===== src/rtl/ltc2308_ctrl.sv =====
// ltc2308_ctrl
//   Frame sequencer for an LTC2308 ADC: pulses CONVST, waits out the
//   conversion time, then runs 12 SCK periods that shift the next 6-bit
//   config word out on SDI and the previous conversion in from SDO.
//   Each frame's SDO data belongs to the config sent in the frame before it.
//   For that reason, the first frame after reset or IDLE reports nothing.
//
// Ports
//   clk, reset        system clock, synchronous active-high reset
//   enable            run back-to-back frames while high
//   chan[2:0]         single-ended channel, latched at frame start
//   adc_convst/sck/sdi  outputs to the ADC (all registered)
//   adc_sdo           serial data from the ADC, MSB first
//   result[11:0]      last completed conversion (held between valids)
//   result_chan[2:0]  channel that result belongs to
//   valid             one-cycle pulse when result/result_chan update
//   busy              high whenever the FSM is not IDLE
module ltc2308_ctrl #(
  parameter int CLK_DIV       = 2,
  parameter int CONVST_CYCLES = 2,
  parameter int CONV_CYCLES   = 80
) (
  input  logic        clk,
  input  logic        reset,
  input  logic        enable,
  input  logic [2:0]  chan,
  output logic        adc_convst,
  output logic        adc_sck,
  output logic        adc_sdi,
  input  logic        adc_sdo,
  output logic [11:0] result,
  output logic [2:0]  result_chan,
  output logic        valid,
  output logic        busy
);

  localparam int CNT_MAX = (CONV_CYCLES > CONVST_CYCLES) ?
                           ((CONV_CYCLES > CLK_DIV) ? CONV_CYCLES : CLK_DIV) :
                           ((CONVST_CYCLES > CLK_DIV) ? CONVST_CYCLES : CLK_DIV);
  localparam int CW = (CNT_MAX > 1) ? $clog2(CNT_MAX) : 1;

  typedef enum logic [2:0] {S_IDLE, S_START, S_WAIT, S_SHIFT, S_DONE} state_t;

  state_t         state_q;
  logic [CW-1:0]  cnt_q;
  logic [3:0]     bit_q;        // current SCK period, 0..11
  logic           convst_q, sck_q, sdi_q, valid_q;
  logic [2:0]     cfg_chan_q;   // channel programmed in this frame
  logic [2:0]     prev_chan_q;  // channel programmed in the previous frame
  logic           prev_vld_q;   // previous frame sent a config
  logic [11:0]    shreg_q, result_q;
  logic [2:0]     result_chan_q;

  // {S/D, O/S, S1, S0, UNI, SLP}
  logic [5:0] cfg_bits;
  assign cfg_bits = {1'b1, cfg_chan_q[0], cfg_chan_q[2], cfg_chan_q[1], 1'b1, 1'b0};

  // SDI value for the period that follows the current one
  logic [3:0] nxt_k;
  logic       sdi_d;
  always_comb begin
    nxt_k = bit_q + 4'd1;
    sdi_d = 1'b0;
    if (nxt_k < 4'd6) sdi_d = cfg_bits[3'(4'd5 - nxt_k)];
  end

  always_ff @(posedge clk) begin
    if (reset) begin
      state_q       <= S_IDLE;
      cnt_q         <= '0;
      bit_q         <= '0;
      convst_q      <= 1'b0;
      sck_q         <= 1'b0;
      sdi_q         <= 1'b0;
      valid_q       <= 1'b0;
      cfg_chan_q    <= '0;
      prev_chan_q   <= '0;
      prev_vld_q    <= 1'b0;
      shreg_q       <= '0;
      result_q      <= '0;
      result_chan_q <= '0;
    end else begin
      valid_q <= 1'b0;
      case (state_q)
        S_IDLE: begin
          if (enable) begin
            state_q    <= S_START;
            convst_q   <= 1'b1;
            cfg_chan_q <= chan;
            cnt_q      <= CW'(CONVST_CYCLES - 1);
          end
        end
        S_START: begin
          if (cnt_q == '0) begin
            state_q  <= S_WAIT;
            convst_q <= 1'b0;
            cnt_q    <= CW'(CONV_CYCLES - 1);
          end else begin
            cnt_q <= cnt_q - 1'b1;
          end
        end
        S_WAIT: begin
          if (cnt_q == '0) begin
            state_q <= S_SHIFT;
            sck_q   <= 1'b0;
            sdi_q   <= cfg_bits[5];
            bit_q   <= '0;
            cnt_q   <= CW'(CLK_DIV - 1);
          end else begin
            cnt_q <= cnt_q - 1'b1;
          end
        end
        S_SHIFT: begin
          if (cnt_q != '0) begin
            cnt_q <= cnt_q - 1'b1;
          end else begin
            cnt_q <= CW'(CLK_DIV - 1);
            if (!sck_q) begin
              // rising SCK: sample the ADC on the same edge
              sck_q   <= 1'b1;
              shreg_q <= {shreg_q[10:0], adc_sdo};
            end else begin
              // falling SCK: SDI only moves here, while SCK goes low
              sck_q <= 1'b0;
              if (bit_q == 4'd11) begin
                state_q     <= S_DONE;
                sdi_q       <= 1'b0;
                prev_chan_q <= cfg_chan_q;
                prev_vld_q  <= 1'b1;
                if (prev_vld_q) begin
                  result_q      <= shreg_q;
                  result_chan_q <= prev_chan_q;
                  valid_q       <= 1'b1;
                end
              end else begin
                bit_q <= nxt_k;
                sdi_q <= sdi_d;
              end
            end
          end
        end
        S_DONE: begin
          if (enable) begin
            state_q    <= S_START;
            convst_q   <= 1'b1;
            cfg_chan_q <= chan;
            cnt_q      <= CW'(CONVST_CYCLES - 1);
          end else begin
            state_q    <= S_IDLE;
            prev_vld_q <= 1'b0;
          end
        end
        default: state_q <= S_IDLE;
      endcase
    end
  end

  assign adc_convst  = convst_q;
  assign adc_sck     = sck_q;
  assign adc_sdi     = sdi_q;
  assign result      = result_q;
  assign result_chan = result_chan_q;
  assign valid       = valid_q;
  assign busy        = (state_q != S_IDLE);

endmodule


===== config.mk =====
export PLATFORM = sky130hd
export DESIGN_NAME = ltc2308_ctrl
export DESIGN_NICKNAME = d
export VERILOG_FILES = /design/src/rtl/ltc2308_ctrl.sv
export SDC_FILE = /design/constraint.sdc
export NUM_CORES = 1
export LEC_CHECK = 0
export CORE_MARGIN = 2
export CORE_UTILIZATION = 55
export DETAILED_ROUTE_END_ITERATION = 16
export PLACE_DENSITY = 0.79
export SYNTH_ARGS = -nofsm -noshare
export SYNTH_HDL_FRONTEND = slang
export SYNTH_SLANG_ARGS = --single-unit

===== constraint.sdc =====
create_clock -name clk -period 2.3 [get_ports clk]
set_clock_uncertainty 0.05 [all_clocks]
set_input_delay 0.46 -clock clk [delete_from_list [all_inputs] [get_ports clk]]
set_output_delay 0.46 -clock clk [all_outputs]
set_load 0.005 [all_outputs]

; Word-level counts from Yosys, hierarchy flattened
; Index checks and enable logic that the tools add are counted.
[word_totals]
register_bits = 52
input_bits = 7
output_inout_bits = 20
wordCells = 95
[op_classes]
add_sub_neg = 3
n_lt_le_gt_ge = 2
n_eq_ne = 14
mux = 38
n_bitwise = 4
reduce_logical = 21
[ops]
columns = cell, n
row1 = 7-bit 2-to-1 mux, 4
row2 = 7-bit one-hot mux with 4 select lines, 1
row3 = 3-bit 2-to-1 mux, 6
row4 = 1-bit 2-to-1 mux, 16
row5 = 4-bit 2-to-1 mux, 4
row6 = "2-bit inequality test, second input constant", 8
row7 = 3-bit one-hot mux with 5 select lines, 1
row8 = 5-bit AND reduction, 3
row9 = 3-bit AND reduction, 3
row10 = 1-bit one-hot mux with 2 select lines, 4
row11 = 4-bit one-hot mux with 2 select lines, 1
row12 = 4-bit AND reduction, 2
row13 = 7-bit logical NOT, 1
row14 = 7-bit nonzero test, 1
row15 = "7-bit by 1-bit subtractor with 7-bit output, second input constant", 1
row16 = "3-bit by 2-bit equality test with 1-bit output, second input constant", 2
row17 = 6-bit AND reduction, 1
row18 = 2-bit nonzero test, 3
row19 = 5-bit OR reduction, 1
row20 = "4-bit by 1-bit adder with 4-bit output, second input constant", 1
row21 = "4-bit equality test, second input constant", 1
row22 = "3-bit by 4-bit less-than comparator with 1-bit output, second input constant", 1
row23 = "4-bit by 3-bit less-than comparator with 1-bit output, second input constant", 1
row24 = 1-bit inverter, 4
row25 = other kinds (10), 11

; Depth between registers and ports, before layout
; Gate-level depths: netlist (run 1).
[logic_depth]
depth_word = 9
mapped_depth = 9
ltp_nobuf = 7

; Least setup slack after synthesis (run 1)
; Ideal clock, no wire load.
[synth_path]
path_kind = flip-flop to flip-flop
startpoint = register cnt_q[2]
endpoint = register result_q[10], in the netlist result[10]
setup_ps = 141
t_arrival_ps = 1816
required_ps = 2109
path_slack_ps = 293
stages_incl_launch_ff = 8
n_path_buf = 2
synth_period_minus_slack_ps = 2007
cell_sequence = dfxtp_1 -> or4_1 -> buf_2 -> nor4_4 -> nand2_1 -> buf_2 -> nand2_1 -> a21oi_2
[synth_via]
elab_chain_len = 3
[synth_rtl]
columns = element, line
row1 = from (decl), 45  ; logic [CW-1:0] cnt_q;
row2 = from (signal assigned), 90  ; cnt_q <= CW'(CONVST_CYCLES - 1);
row3 = from (signal assigned), 97  ; cnt_q <= CW'(CONV_CYCLES - 1);
row4 = from (signal assigned), 99  ; cnt_q <= cnt_q - 1'b1;
row5 = 7-bit nonzero test, 114  ; if (cnt_q != '0) begin
row6 = 1-bit inverter (no line), -
row7 = 5-bit AND reduction (no line), -
row8 = to (signal assigned), 131  ; result_q <= shreg_q;
row9 = to (decl), 51  ; logic [11:0] shreg_q, result_q;
; Every way passes these cells.
; A chain may end at the register's enable or synchronous reset.

; Worst setup path in the final report (run 1)
[layout_path]
startpoint = register cnt_q[2]
endpoint = register bit_q[3]
[layout_via]
elab_chain_len = 3
elab_cells_between_ends = 5
cone_classes = 2 x eq/ne / 3 x reduce/logical
[layout_rtl]
columns = element, line
row1 = 7-bit nonzero test / 7-bit logical NOT (equally long branches), "114, 103"
row2 = 2-bit inequality test (no line), -
row3 = 5-bit AND reduction (no line) *, -
row4 = to (signal assigned), 136  ; bit_q <= nxt_k;
row5 = to (decl), 46  ; logic [3:0] bit_q;
; Every way passes the cells marked *; elsewhere a longest branch is shown, timed or not.

==> flow_metrics.py, run 1 <==
metrics = {
    "grt": {
        "antenna_found_initial": 0,
        "grt_pass1_vias": 1496,
        "grt_pass1_wl_mm": 6.77,
        "grt_max_degree": 38,
        "overflow": 0,
        "track_usage": 0.196,
    },
    "final_layout": {
        "nFillCells": 351,
        "final_common_cell": "dfxtp_1",
        "layout-drive-gt1-share": 0.145,
        "instances_no_fill": 326,
        "antenna_cells": 0,
        "finalNetCount": 285,
        "final_cell_mix": "dfxtp_1, nor2_1, nand2_1",
        "area_growth_pct": 18.4,
    },
    "yosys": {
        "synth_cell_types": 41,
        "synth-compound-area-share": 0.127,
        "netlist_area_um2": 2260,
        "synth_top_family_by_area": "simple AND/OR/NAND/NOR gates",
        "ys_top_cells_by_area": "dfxtp_1, mux2i_1, nor2_1",
        "mappedNetlistNets": 259,
        "ys_seq_area_frac": 0.460,
        "synth.largest_area_cell": "dfxtp_1",
        "synth_mux_area_frac": 0.107,
        "syn_inst": 249,
        "synth_xor_area_frac": 0.00774,
        "avgSynthCellArea_um2": 9.09,
        "yosys.area_share.simple": 0.234,
        "ys_seq_elements": 52,
        "post-synth-top-area-fraction": 0.460,
        "synth_warnings": 0,
        "synth_fa_ha_area_frac": 0.0166,
    },
    "clocking": {
        "cts_made_buffers": 5,
        "cts_tree": "done",
        "holdBufCountCts": 0,
        "post_cts_buffers": 0,
        "cts_max_path_buffers": 2,
        "cts_sinks": 52,
        "htreeDepth": 2,
        "clock_tree.root_cell": "clkbuf_8",
        "postCtsResizedCells": 0,
        "clock_latency_ps": 300,
        "clk_pin_slew_ps": 90,
    },
    "worst_setup_path": {
        "path_cells": "or4_1, nor4_4, a21boi_2, mux2i_1, nor2_1",
        "critPathMaxStageDelay_ps": 670,
        "endpoint_kind": "flip-flop",
        "path_max_fanout": 8,
        "critPathTopFamily": "simple AND/OR/NAND/NOR gates",
        "critPathArrivalTime_ps": 2240,
        "cp_data_required_time_ps": 2440,
        "crit_buf_inv": 0,
        "cp-start-kind": "flip-flop",
        "path_class": "reg2reg",
        "crit_slowest_cell": "or4_1",
    },
    "power_and_ir_drop": {
        "power_density_nw_per_um2": 955,
        "p_leak_nw": 0.908,
        "ir_drop_v": 0.000459,
    },
    "timing": {
        "drv_slew": 0,
        "setup_viol": 0,
        "finalCritPeriodShare": 0.916,
        "slew_headroom": 0.685,
        "rsz0062_at_grt": "no",
        "fin_ws_ps": 194,
        "max_freq_mhz": 475,
        "fin_tns_setup_ps": 0,
        "min_period_ps": 2110,
        "tightest_slew_ps": 472,
        "hold_violations": 0,
    },
    "drt": {
        "dr_total_vias": 1746,
        "wl_per_cell_um": 12.9,
        "viasPerCell": 5.36,
        "drt-total-wl_mm": 4.22,
        "antenna_left": 0,
        "drc": 0,
        "drtPass1Iterations": 4,
        "drt-initial-drc-count": 163,
    },
    "die": {
        "die_w_um": 68.2,
        "die_h_um": 68.2,
        "dieArea_um2": 4640,
        "row_count": 23,
        "core_area_um2": 3970,
        "io_pins": 27,
        "initial_core_util": 0.570,
    },
    "job": {
        "drv_cap": 0,
    },
    "placement": {
        "gp_congestion": 0.861,
        "post-place-ws_ps": 180,
        "dpl.cell_count": 318,
        "hpwl_mm": 2.92,
        "io_buffers": 26,
    },
    "status": {
        "status": "finished clean",
    },
    "worst_hold_path": {
        "hold_path_class": "reg2reg",
    },
}
-- state kept, by name, summed over array words and instances (netlist names) --
register / cells
adc_sck: 1
valid: 1
adc_convst: 1
cfg_chan_q: 3
shreg_q: 12
adc_sdi: 1
prev_vld_q: 1
cnt_q: 7
prev_chan_q: 3
result_chan: 3
state_q: 3
result: 12
bit_q: 4
-- worst paths after layout --
path	depth (start not counted)	endpoint	startpoint	slack, ps
setup reg to reg	5	bit_q[3]$_SDFFE_PP0P_	cnt_q[2]$_SDFFE_PP0P_	190
hold / removal	2	result_chan[2]$_SDFFE_PP0P_	prev_chan_q[2]$_SDFFE_PP0P_	410
hold reg to reg	2	result_chan[2]$_SDFFE_PP0P_	prev_chan_q[2]$_SDFFE_PP0P_	410
setup / recovery	5	bit_q[3]$_SDFFE_PP0P_	cnt_q[2]$_SDFFE_PP0P_	190
-- synth_stat cells --
cell / number
mux2i_1: 23
or4_1: 3
a21boi_2: 1
nor3_1: 6
and2_1: 2
a22oi_1: 1
nand3b_1: 4
a31oi_1: 1
mux2_2: 1
buf_2: 2
o2bb2ai_1: 1
a21oi_2: 10
o31a_1: 1
nand2b_1: 2
buf_12: 1
and4_1: 1
or3_1: 1
nand3_1: 1
o21ai_0: 6
nor2_1: 35
buf_6: 1
buf_4: 1
clkbuf_1: 8
a2111oi_0: 1
dfxtp_1: 52
nor3b_1: 1
o21bai_1: 2
nor4_1: 3
ha_1: 3
a21oi_1: 16
xor2_1: 2
a221oi_1: 1
inv_1: 7
nand2_2: 10
nor4_4: 2
buf_1: 1
nand4b_1: 1
a211oi_1: 2
nand2_1: 28
and3_1: 1
nor2b_1: 3
-- per-stage QoR --
step | utilization | cell area [um^2] | hold WS [ps] | power [mW]
finish | 0.675 | 2680 | 409 | 2.56
global route | 0.675 | 2680 | 423 | 2.73
CTS | 0.675 | 2680 | 409 | 2.58
detailed placement | 0.647 | 2570 | 396 | 1.95
global placement | 0.647 | 2570 | 391 | 1.93
floorplan | - | 2260 | 381 | 1.72
-- report_power, final --
part           leakage, nW  internal (mW)  switching (mW)
Combinational        0.431          0.349           0.493
Clock               0.0558          0.329           0.293
Sequential           0.421          0.990           0.105
-- area by class of cell --
class                      instances  area (um^2)  share of cell area
clock buffer                       6         72.6              0.0271
inverter                           7         26.3             0.00980
timing repair buffer              33          320               0.120
clock inverter                     2         38.8              0.0145
sequential                        52         1040               0.388
multi-input combinational        176         1120               0.417
tap                               50         62.6              0.0233
-- cell families after synthesis --
group,after synthesis
muxes,24
xor gates and xnor gates,2
adders and majority gates,3
buffers and inverters,21
and+or+nand+nor,104
DFF,52
AOI/OAI and AO/OA,43
-- tightest hold or removal path, stage by stage, from the launching register on --
cell and delay (ps):
dfxtp_1 330, nand2_2 60, a21oi_2 40
-- routing by layer --
metal	global-route usage	vias to the layer above	part of all wire	routed length, um
met5	0	-	0	0
met4	0.0675	0	0.0064	27
met3	0.0543	2	0.038	160
met2	0.305	35	0.48	2040
met1	0.263	804	0.47	1990
li1	-	905	-	-
Note: power is estimated with default switching activity, not from simulation.
==> inputs of run 2 (changes only) <==
- CAP_MARGIN: not set -> 5
- PLACE_DENSITY: 0.79 -> 0.78
==> run 2 against run 1 <==
Compared with the run above: combinational power is essentially flat; sequential power barely moved; critical endpoint unchanged; clock power is 17% lower; utilization is 0.50 points lower.
==> flow_metrics.py, run 2 (synthesis results as in run 1) <==
metrics = {
    "final_layout": {
        "instances_no_fill": 326,
        "final_common_cell": "dfxtp_1",
        "antenna_cells": 0,
        "final_cell_mix": "dfxtp_1, nor2_1, nand2_1",
        "area_growth_pct": 17.5,
        "finalNetCount": 285,
        "layout-drive-gt1-share": 0.149,
        "nFillCells": 333,
    },
    "die": {
        "die_h_um": 68.2,
        "dieArea_um2": 4640,
        "row_count": 23,
        "initial_core_util": 0.570,
        "core_area_um2": 3970,
        "io_pins": 27,
        "die_w_um": 68.2,
    },
    "power_and_ir_drop": {
        "internal_power_mw": 1.56,
        "p_sw_frac": 0.364,
        "ir_drop_v": 0.000520,
        "p_switching_uw": 894,
        "power_density_nw_per_um2": 922,
        "seq_power_share": 0.446,
        "p_leak_nw": 0.903,
        "pwr-share-comb": 0.344,
        "p_clk_frac": 0.210,
    },
    "worst_setup_path": {
        "crit_slowest_cell": "or4_1",
        "path_max_fanout": 8,
        "cp-start-kind": "flip-flop",
        "critPathTopFamily": "simple AND/OR/NAND/NOR gates",
        "path_cells": "or4_1, nor4_4, a21boi_2, mux2i_1, nor2_1",
        "r2r_start": "cnt_q[2]$_SDFFE_PP0P_",
        "worst_r2r_endpoint": "bit_q[3]$_SDFFE_PP0P_",
        "critPathMaxStageDelay_ps": 680,
        "cp_data_required_time_ps": 2430,
        "path_class": "reg2reg",
        "critPathArrivalTime_ps": 2240,
        "crit_buf_inv": 0,
        "reg2regPathDepth": 5,
        "r2r_slack_ps": 190,
        "endpoint_kind": "flip-flop",
    },
    "clocking": {
        "clock_latency_ps": 300,
        "clock_tree.root_cell": "clkbuf_8",
        "cts_tree": "done",
        "post_cts_buffers": 0,
        "clk_pin_slew_ps": 90,
        "postCtsResizedCells": 0,
        "cts_sinks": 52,
        "cts_max_path_buffers": 2,
        "htreeDepth": 2,
        "holdBufCountCts": 0,
        "cts_made_buffers": 5,
    },
    "drt": {
        "antenna_left": 0,
        "wl_per_cell_um": 12.2,
        "viasPerCell": 5.32,
        "drt-initial-drc-count": 125,
        "dr_total_vias": 1734,
        "drtPass1Iterations": 4,
        "drc": 0,
        "drt-total-wl_mm": 3.99,
    },
    "timing": {
        "rsz0062_at_grt": "no",
        "tightest_slew_ps": 481,
        "setup_viol": 0,
        "fin_tns_setup_ps": 0,
        "slew_headroom": 0.676,
        "min_period_ps": 2110,
        "drv_slew": 0,
        "holdWs_ps": 410,
        "max_freq_mhz": 474,
        "hold_violations": 0,
        "finalCritPeriodShare": 0.917,
    },
    "grt": {
        "grt_pass1_wl_mm": 6.94,
        "overflow": 0,
        "grt_max_degree": 31,
        "antenna_found_initial": 0,
        "track_usage": 0.195,
        "grt_pass1_vias": 1616,
    },
    "worst_hold_path": {
        "hp-start": "shreg_q[11]$_SDFFE_PP0P_",
        "min_path_cells": 2,
        "hold_path_class": "reg2reg",
        "whs_endpoint": "result[11]$_SDFFE_PP0P_",
    },
    "placement": {
        "hpwl_mm": 2.84,
        "io_buffers": 26,
        "dpl.cell_count": 318,
        "gp_congestion": 0.854,
    },
    "status": {
        "status": "finished clean",
    },
    "job": {
        "drv_cap": 0,
    },
}
run 2: cell count changes in the layout (fill, tap and decap cells not counted), sizes merged:
cell	delta
bufinv	-1
clkinv	+2
clkbuf	-1
run 2: final cells by class:
class,instances,area (um^2),area share
inverter,7,26.3,0.00988
sequential,52,1040,0.391
clock buffer,5,68.8,0.0259
clock inverter,3,22.5,0.00847
timing repair buffer,33,320,0.120
tap,50,62.6,0.0235
multi-input combinational,176,1120,0.421
run 2: power groups by stage:
| stage | logic [mW] | registers (mW) | clock network (mW) |
|---|---|---|---|
| after floorplan | 0.653 | 1.07 | 0 |
| after global placement | 0.828 | 1.11 | 0 |
| after detailed placement | 0.837 | 1.11 | 0 |
| after CTS | 0.841 | 1.09 | 0.536 |
| after global routing | 0.950 | 1.11 | 0.566 |
| final | 0.844 | 1.09 | 0.516 |
run 2: metal layers:
layer,global-route usage,wire [um],vias up
li1,-,-,902
met1,0.260,1920,796
met2,0.318,1880,31
met3,0.0428,150,5
met4,0.0550,33,0
met5,0,0,-
run 2: worst max path at each step:
| stage | startpoint | to | slack (ps) | depth (start not counted) |
|---|---|---|---|---|
| after floorplan | cnt_q[2]$_SDFFE_PP0P_ | result[10]$_SDFFE_PP0P_ | 290 | 7 |
| after global placement | cnt_q[2]$_SDFFE_PP0P_ | bit_q[1]$_SDFFE_PP0P_ | 240 | 5 |
| after detailed placement | cnt_q[2]$_SDFFE_PP0P_ | bit_q[3]$_SDFFE_PP0P_ | 180 | 5 |
| after CTS | cnt_q[2]$_SDFFE_PP0P_ | bit_q[3]$_SDFFE_PP0P_ | 180 | 5 |
| after global routing | cnt_q[2]$_SDFFE_PP0P_ | bit_q[2]$_SDFFE_PP0P_ | 30 | 5 |
| final | cnt_q[2]$_SDFFE_PP0P_ | bit_q[3]$_SDFFE_PP0P_ | 190 | 5 |
run 2: stage by stage:
| stage | utilization | cell area [um^2] | worst slack, ps | total power, mW |
|---|---|---|---|---|
| after floorplan | - | 2260 | 293 | 1.72 |
| after global placement | 0.647 | 2570 | 237 | 1.94 |
| after detailed placement | 0.647 | 2570 | 177 | 1.95 |
| after CTS | 0.670 | 2660 | 176 | 2.47 |
| after global routing | 0.670 | 2660 | 33.3 | 2.63 |
| final | 0.670 | 2660 | 191 | 2.45 |
run 2: tightest hold or removal path, stage by stage, from the launching register on:
cell and delay, ps:
dfxtp_1 330, nand2_2 50, a21oi_2 40
